`src/rtl/cpu_reg_pkg.sv`:
```
// rtl/cpu_reg_pkg.sv - shared op encoding and default width for datapath registers
package cpu_reg_pkg;

   localparam int DATA_W = 16;

   typedef enum logic [2:0] {
      OP_HOLD = 3'd0,
      OP_CLR  = 3'd1,
      OP_LD   = 3'd2,
      OP_INR  = 3'd3,
      OP_DCR  = 3'd4,
      OP_SHL  = 3'd5,
      OP_SHR  = 3'd6
   } op_e;

endpackage

```
`src/rtl/reg_op_sel.sv`:
```
// rtl/reg_op_sel.sv - priority encoder from register strobes to a single op
module reg_op_sel
   import cpu_reg_pkg::*;
(
   input  logic clr,
   input  logic ld,
   input  logic inr,
   input  logic dcr,
   input  logic shl,
   input  logic shr,
   output op_e  op
);

   always_comb begin
      op = OP_HOLD;
      if (clr)
         op = OP_CLR;
      else if (ld)
         op = OP_LD;
      else if (inr)
         op = OP_INR;
      else if (dcr)
         op = OP_DCR;
      else if (shl)
         op = OP_SHL;
      else if (shr)
         op = OP_SHR;
   end

endmodule

```
`src/rtl/cpu_register_x.sv`:
```
// rtl/cpu_register_x.sv - general-purpose register/counter with carry, zero and terminal-count flags
module cpu_register_x
   import cpu_reg_pkg::*;
#(
   parameter int                WIDTH     = DATA_W,
   parameter logic [WIDTH-1:0]  RESET_VAL = '0,
   parameter bit                SATURATE  = 1'b0
) (
   input  logic             clk,
   input  logic             rst,
   input  logic             clr,
   input  logic             ld,
   input  logic             inr,
   input  logic             dcr,
   input  logic             shl,
   input  logic             shr,
   input  logic             sin,
   input  logic [WIDTH-1:0] ld_data,
   output logic [WIDTH-1:0] out,
   output logic             co,
   output logic             tc,
   output logic             zero
);

   op_e op;

   // Declaration initialisers give the reset value at power-up as well.
   logic [WIDTH-1:0] out_q = RESET_VAL;
   logic             co_q  = 1'b0;
   logic             tc_q  = 1'b0;

   logic [WIDTH-1:0] out_d;
   logic             co_d;
   logic             tc_d;

   logic             at_max;
   logic             at_min;

   reg_op_sel u_op_sel (
      .clr (clr),
      .ld  (ld),
      .inr (inr),
      .dcr (dcr),
      .shl (shl),
      .shr (shr),
      .op  (op)
   );

   assign at_max = &out_q;
   assign at_min = ~|out_q;

   always_comb begin
      out_d = out_q;
      co_d  = co_q;
      tc_d  = 1'b0;
      unique case (op)
         OP_CLR: begin
            out_d = '0;
            co_d  = 1'b0;
         end
         OP_LD: begin
            out_d = ld_data;
            co_d  = 1'b0;
         end
         OP_INR: begin
            // In saturate mode the terminal value is held but still flagged.
            if (!(SATURATE && at_max))
               out_d = out_q + 1'b1;
            co_d = at_max;
            tc_d = at_max;
         end
         OP_DCR: begin
            if (!(SATURATE && at_min))
               out_d = out_q - 1'b1;
            co_d = at_min;
            tc_d = at_min;
         end
         OP_SHL: begin
            out_d = {out_q[WIDTH-2:0], sin};
            co_d  = out_q[WIDTH-1];
         end
         OP_SHR: begin
            out_d = {sin, out_q[WIDTH-1:1]};
            co_d  = out_q[0];
         end
         default: begin
            out_d = out_q;
            co_d  = co_q;
         end
      endcase
   end

   always_ff @(posedge clk) begin
      if (rst) begin
         out_q <= RESET_VAL;
         co_q  <= 1'b0;
         tc_q  <= 1'b0;
      end else begin
         out_q <= out_d;
         co_q  <= co_d;
         tc_q  <= tc_d;
      end
   end

   assign out  = out_q;
   assign co   = co_q;
   assign tc   = tc_q;
   assign zero = ~|out_q;

endmodule

```
`config.mk`:
```
export PLATFORM = sky130hd
export DESIGN_NAME = cpu_register_x
export DESIGN_NICKNAME = d
export VERILOG_FILES = /design/src/rtl/cpu_reg_pkg.sv /design/src/rtl/reg_op_sel.sv /design/src/rtl/cpu_register_x.sv
export SDC_FILE = /design/constraint.sdc
export NUM_CORES = 1
export LEC_CHECK = 0
export ABC_AREA = 1
export CORE_ASPECT_RATIO = 0.5
export CORE_UTILIZATION = 53
export CTS_CLUSTER_DIAMETER = 30
export DETAILED_ROUTE_END_ITERATION = 8
export PLACE_DENSITY_LB_ADDON = 0.1
export SETUP_SLACK_MARGIN = 0.2
export SLEW_MARGIN = 20
export SYNTH_ARGS = -nofsm -noshare
export SYNTH_HDL_FRONTEND = slang
export SYNTH_SLANG_ARGS = --single-unit
export TNS_END_PERCENT = 20
```
`constraint.sdc`:
```
create_clock -name clk -period 7.48 [get_ports clk]
set_input_delay 1.87 -clock clk [delete_from_list [all_inputs] [get_ports clk]]
set_output_delay 1.87 -clock clk [all_outputs]
set_load 0.1 [all_outputs]
```
* Yosys cells after proc, flatten, opt, wreduce, memory -nomap -nowiden
Index checks and enable logic that the tools add are counted. W data, S select, Z words.
Operators by class: add/sub/neg operators 2, multiply operators 0, divide/modulo/power cells 0, magnitude comparators 0, equal/unequal tests 6, shift operators 0, muxes and demuxes 9, bitwise logic cells 0, reductions and logical operators 6
Operators by type and width (number):
- $pmux W16 S6 | 1
- $mux W3 | 6
- $add A16 B1 Y16 const B | 1
- $reduce_and A16 Y1 | 1
- $reduce_or A16 Y1 | 1
- $sub A16 B1 Y16 const B | 1
- $eq A3 B3 Y1 const B | 3
- $eq A3 B2 Y1 const B | 2
- $reduce_bool A6 Y1 | 1
- $pmux W1 S5 | 1
- $reduce_bool A5 Y1 | 1
- $eq A3 B1 Y1 const B | 1
- $pmux W1 S2 | 1
- $reduce_or A2 Y1 | 1
- $logic_not A1 Y1 | 1
Word-level totals: flip-flop bits (word level) 18, latch bits 0, RAM bits 0, bits in read-only memories 0, input port bits 25, output and inout port bits 19, logic and storage cells 26, memories kept 0

* Logic depth before layout (Yosys ltp)
depth after elaboration 9, mapped depth 20

* Cells and area by module
A second synthesis with hierarchy kept.
Second synthesis, totals: cells, all modules 372, area, all modules 2120.8 sq um
Modules (own cells, without submodules):
- cpu_register_x | instances 1, cells each 357, area an instance 2059.5 sq um
- reg_op_sel | instances 1, cells each 15, area an instance 61.3 sq um

* Least setup slack after synthesis
Ideal clock, no wire load.
path type input to register, start input ld, end register out_q[8] (netlist: out[8]), arrival 3754 ps, data required time 7348 ps, path slack 3594 ps, stages on the path 14, path through nor2_4 -> nand2_2 -> inv_1 -> nand3_1 -> inv_1 -> ha_1 -> or2_2 -> and2_1 -> nand2_1 -> nand3b_1 -> nand2_1 -> nor2_1 -> nor2_1 -> a21oi_1
On the way: cells in the longest elaborated chain, start to end 4, elaborated cells on any way between the ends 10, those cells by class eq/ne: 6; mux: 3; reduce/logical: 1
Ends and longest elaborated chain:
- from (decl) | line cpu_register_x.sv:12 | input logic ld,
- $mux W3 (*) | line reg_op_sel.sv:18 | else if (ld)
- $mux W3 (*) | line reg_op_sel.sv:16 | if (clr)
- $eq A3 B3 Y1, or another cell as far along | line cpu_register_x.sv:56 | unique case (op)
- $pmux W16 S6 or $reduce_bool A6 Y1 (tied branches)
- to (signal assigned) | line cpu_register_x.sv:99 | out_q <= out_d;
- to (decl) | line cpu_register_x.sv:28 | logic [WIDTH-1:0] out_q = RESET_VAL;
Mark *: on every way between the ends. The rest lies on a longest branch, timed or not. A chain may end at the register's enable or synchronous reset.

* Final worst setup path
start input shl, end register out_q[10] (netlist: out[10])
On the way: cells in the longest elaborated chain, start to end 7, elaborated cells on any way between the ends 13, those cells by class eq/ne: 6; mux: 6; reduce/logical: 1
Ends and longest elaborated chain:
- from (decl) | line cpu_register_x.sv:15 | input logic shl,
- $mux W3 (*) | line reg_op_sel.sv:24 | else if (shl)
- $mux W3 (*) | line reg_op_sel.sv:22 | else if (dcr)
- $mux W3 (*) | line reg_op_sel.sv:20 | else if (inr)
- $mux W3 (*) | line reg_op_sel.sv:18
- $mux W3 (*) | line reg_op_sel.sv:16
- $eq A3 B3 Y1, or another cell as far along | line cpu_register_x.sv:56
- $pmux W16 S6 or $reduce_bool A6 Y1 (tied branches)
Marks and branches as above.

==> load_flow_metrics.sql <==
INSERT INTO impl_metrics (metric_group, metric, value, unit) VALUES
('run_status', 'run_status', 'complete, no violations', ''),
('floorplanning', 'die_area', '4447', 'um2'),
('job', 'drv_cap', '0', ''),
('finish', 'area_growth_from_synthesis_to_layout', '23.16', '%'),
('power_and_ir_drop', 'cellLeakagePower', '1.430', 'nW'),
('route', 'detail_route.first_pass.iterations', '5', ''),
('placed_design', 'preCtsSetupSlack', '2.676', 'ns'),
('clock_network', 'cts.clk_slew.worst_paths', '0.07', 'ns'),
('power_and_ir_drop', 'irDropWorstVdd', '0.0001524', 'V'),
('sta', 'transition_time_at_the_pin_with_the_least_slew_margin', '0.9735', 'ns'),
('sta', 'min_period', '4.564', 'ns'),
('floorplanning', 'dieWidth', '93.32', 'um'),
('clock_network', 'ctsHoldBuffers', '0', ''),
('setup_path', 'worst-endpoint-required', '7.63', 'ns'),
('synthesis', 'netlist_instances', '409', ''),
('synthesis', 'netlist_area', '2210', 'um2'),
('setup_path', 'critPathMaxFanout', '16', ''),
('sta', 'whs', '0.5725', 'ns'),
('setup_path', 'timing_worst_setup_path_type', 'in2reg', ''),
('synthesis', 'post_synthesis_sequential_area_ratio', '16.31', '%'),
('clock_network', 'htree_levels', '1', ''),
('global_route', 'grt_pass1_wl', '9901', 'um'),
('route', 'drt-initial-drc-count', '225', ''),
('finish', 'layout-drive-gt1-share', '3.556', '%'),
('setup_path', 'worst_r2r_startpoint', 'out[0]', ''),
('global_route', 'first_global_vias', '2094', ''),
('sta', 'setup_slack', '2.916', 'ns'),
('sta', 'setup_total_negative_slack', '0', 'ns'),
('setup_path', 'cp-end-kind', 'flip-flop', ''),
('clock_network', 'cts_repair_resizes', '0', ''),
('clock_network', 'tritoncts.num_buffers', '3', ''),
('sta', 'clock_tree_skew_after_final_layout', '0.003448', 'ns'),
('setup_path', 'worst_setup_path_start_kind', 'input pin', ''),
('synthesis', 'yosys.cell_types.count', '28', ''),
('clock_network', 'cts-root-to-sink-buffers', '2', ''),
('global_route', 'grt_overflow_total', '0', ''),
('setup_path', 'critical_path_origin', 'shl', ''),
('worst_hold_path', 'worstHoldStart', 'out[2]', ''),
('finish', 'final_net_count', '491', ''),
('setup_path', 'worstRegToRegCells', '11', ''),
('synthesis', 'ys.warnings.count', '0', ''),
('synthesis', 'ys_ff_latch', '18', ''),
('global_route', 'groute.usage.overall', '29.62', '%'),
('sta', 'worst_slew_margin_rel', '34.90', '%'),
('sta', 'final-setup-viol-count', '0', ''),
('placed_design', 'place.gp.congestion', '0.8785', ''),
('clock_network', 'cts_tree', 'built', ''),
('synthesis', 'syn_area_per_cell', '5.402', 'um2'),
('finish', 'final_core_util', '69.00', '%'),
('worst_hold_path', 'min_to', 'out[2]', ''),
('sta', 'clock.fmax', '219.1', 'MHz'),
('power_and_ir_drop', 'cellPowerDensity', '127.0', 'nW/um2'),
('floorplanning', 'core_region', '3944', 'um2'),
('global_route', 'largest_net_degree_at_the_start_of_global_routing', '17', ''),
('route', 'wirelength', '6657', 'um'),
('floorplanning', 'floorplan.die.height', '47.66', 'um'),
('sta', 'unrepaired_setup_endpoints_after_global_routing', 'no', ''),
('sta', 'slew_violations', '0', ''),
('sta', 'layout_worst_path_cycle_share', '61.02', '%'),
('route', 'drt-wirelength-per-cell', '13.21', 'um'),
('floorplanning', 'floorplan.initialDensity', '56.03', '%'),
('floorplanning', 'io_pins', '44', ''),
('synthesis', 'syn_nets', '449', ''),
('clock_network', 'insertion_delay', '0.25', 'ns'),
('route', 'post-route-drc-count', '0', ''),
('finish', 'fillCellCount', '359', ''),
('clock_network', 'post-cts-setup-buffers', '0', ''),
('worst_hold_path', 'hold_path.class', 'reg2reg', ''),
('global_route', 'antenna_found_initial', '0', ''),
('route', 'routed_vias', '2686', ''),
('sta', 'report.final.hold_viol_count', '0', ''),
('route', 'ant_nets', '0', ''),
('clock_network', 'cts-root-buf', 'sky130_fd_sc_hd__clkbuf_8', ''),
('setup_path', 'reg2reg_to', 'out[10]', ''),
('floorplanning', 'fp-row-count', '16', ''),
('placed_design', 'port_buf_inserts', '43', ''),
('worst_hold_path', 'timing.hold.worst_path_depth', '2', ''),
('placed_design', 'detailed_place_hpwl', '5177', 'um'),
('finish', 'diodes_inserted', '0', ''),
('setup_path', 'critPathArrivalTime', '4.72', 'ns'),
('route', 'vias_per_cell', '5.329', ''),
('setup_path', 'rrSetupSlack', '5.55', 'ns'),
('clock_network', 'clock_sink_count', '18', '');
## layout by cell type, fill, tap and decap left out
cell	instances
sky130_fd_sc_hd__o21ai_1	4
sky130_fd_sc_hd__o21ai_0	10
sky130_fd_sc_hd__xnor2_1	1
sky130_fd_sc_hd__nand2_1	152
sky130_fd_sc_hd__xor2_1	2
sky130_fd_sc_hd__or2_2	2
sky130_fd_sc_hd__o22ai_1	1
sky130_fd_sc_hd__nand2_2	4
sky130_fd_sc_hd__fa_1	1
sky130_fd_sc_hd__ha_1	14
sky130_fd_sc_hd__nand4_1	10
sky130_fd_sc_hd__clkdlybuf4s50_1	43
sky130_fd_sc_hd__inv_1	71
sky130_fd_sc_hd__clkinv_1	1
sky130_fd_sc_hd__nor2_1	35
sky130_fd_sc_hd__inv_2	2
sky130_fd_sc_hd__a21oi_1	18
sky130_fd_sc_hd__o21bai_1	1
sky130_fd_sc_hd__nor2_4	3
sky130_fd_sc_hd__nor3_1	3
sky130_fd_sc_hd__and2_1	2
sky130_fd_sc_hd__nand3b_1	8
sky130_fd_sc_hd__nand3_1	39
sky130_fd_sc_hd__a21oi_4	1
sky130_fd_sc_hd__clkbuf_8	4
sky130_fd_sc_hd__dfxtp_1	18
## worst max-delay path, cell delays in order
cell and delay (ns):
sky130_fd_sc_hd__clkdlybuf4s50_1 0.48, sky130_fd_sc_hd__clkinv_1 0.08, sky130_fd_sc_hd__nand2_1 0.08, sky130_fd_sc_hd__nand2_2 0.08, sky130_fd_sc_hd__inv_1 0.07, sky130_fd_sc_hd__nand3_1 0.12
sky130_fd_sc_hd__inv_1 0.50, sky130_fd_sc_hd__ha_1 0.41, sky130_fd_sc_hd__or2_2 0.30, sky130_fd_sc_hd__nand3b_1 0.11, sky130_fd_sc_hd__nand2_1 0.11, sky130_fd_sc_hd__nand2_1 0.10
sky130_fd_sc_hd__nand3b_1 0.08, sky130_fd_sc_hd__nand3_1 0.11, sky130_fd_sc_hd__nand3b_1 0.09, sky130_fd_sc_hd__nand2_1 0.06, sky130_fd_sc_hd__inv_1 0.04
## synth_stat cells
cell type | number | area, um2
sky130_fd_sc_hd__a21oi_1 | 18 | 90.09
sky130_fd_sc_hd__a21oi_4 | 1 | 16.27
sky130_fd_sc_hd__and2_1 | 2 | 12.51
sky130_fd_sc_hd__buf_2 | 2 | 10.01
sky130_fd_sc_hd__buf_6 | 2 | 22.52
sky130_fd_sc_hd__clkbuf_1 | 1 | 3.750
sky130_fd_sc_hd__clkbuf_2 | 1 | 5.000
sky130_fd_sc_hd__clkinv_1 | 1 | 3.750
sky130_fd_sc_hd__dfxtp_1 | 18 | 360.4
sky130_fd_sc_hd__fa_1 | 1 | 20.02
sky130_fd_sc_hd__ha_1 | 14 | 175.2
sky130_fd_sc_hd__inv_1 | 71 | 266.5
sky130_fd_sc_hd__inv_2 | 2 | 7.510
sky130_fd_sc_hd__nand2_1 | 152 | 570.6
sky130_fd_sc_hd__nand2_2 | 4 | 25.02
sky130_fd_sc_hd__nand3_1 | 39 | 195.2
sky130_fd_sc_hd__nand3b_1 | 8 | 60.06
sky130_fd_sc_hd__nand4_1 | 10 | 62.56
sky130_fd_sc_hd__nor2_1 | 35 | 131.4
sky130_fd_sc_hd__nor2_4 | 3 | 33.78
sky130_fd_sc_hd__nor3_1 | 3 | 15.01
sky130_fd_sc_hd__o21ai_0 | 10 | 50.05
sky130_fd_sc_hd__o21ai_1 | 4 | 20.02
sky130_fd_sc_hd__o21bai_1 | 1 | 7.510
sky130_fd_sc_hd__o22ai_1 | 1 | 6.260
sky130_fd_sc_hd__or2_2 | 2 | 12.51
sky130_fd_sc_hd__xnor2_1 | 1 | 8.760
sky130_fd_sc_hd__xor2_1 | 2 | 17.52
## kinds of logic after synthesis
kind of cell | after synthesis | share of synthesized area, %
flip-flops | 18 | 16.31
buffers and inverters | 80 | 14.44
AO/OA/AOI/OAI | 35 | 8.608
XOR/XNOR | 3 | 1.189
adder cells (fa/ha/maj) | 15 | 8.834
AND/OR/NAND/NOR | 258 | 50.62
## state kept, by name, indices dropped and copies added, names as in the netlist
signal and cells:
tc 1, out 16, co 1
## per-stage QoR
| stage | power (mW) | std cells | instance area [um2] |
|---|---|---|---|
| floorplan | 0.2196 | 409 | 2210 |
| global placement | 0.2619 | 500 | 2666 |
| detailed placement | 0.2632 | 500 | 2666 |
| CTS | 0.3431 | 504 | 2721 |
| global route | 0.3625 | 504 | 2721 |
| finish | 0.3456 | 504 | 2721 |
## metal layers
layer	share of wire, %	vias up	routed length [um]	GRT usage [%]
li1	-	1360	-	-
met5	0	-	0	0
met1	50	1205	3322	44.08
met4	0.15	0	10	3.692
met2	41	119	2744	46.47
met3	8.7	2	579	4.921
## power breakdown
| part | internal, mW | switching [mW] |
|---|---|---|
| clock | 0.0468 | 0.0346 |
| sequential | 0.102 | 0.0115 |
| combinational | 0.0460 | 0.105 |
| total | 0.194 | 0.151 |
## worst max-delay path by stage
stage | slack (ns) | end | cells after the start
6_report | 2.92 | out[10] | 17
2_1_floorplan | 3.59 | out[8] | 14
3_5_place_dp | 2.68 | out[10] | 16
3_3_place_gp | 2.76 | out[8] | 16
5_1_grt | 2.71 | out[11] | 19
4_1_cts | 2.94 | out[10] | 16
## cell type report
class | count | area [um2] | share of cell area, %
sequential | 18 | 360.3 | 13.24
inverter | 74 | 277.8 | 10.21
multi-input combinational | 311 | 1530 | 56.23
timing repair buffer | 43 | 430.4 | 15.82
clock buffer | 4 | 55.05 | 2.023
tap | 54 | 67.56 | 2.483
No activity file was read; power rests on OpenSTA's default activity.
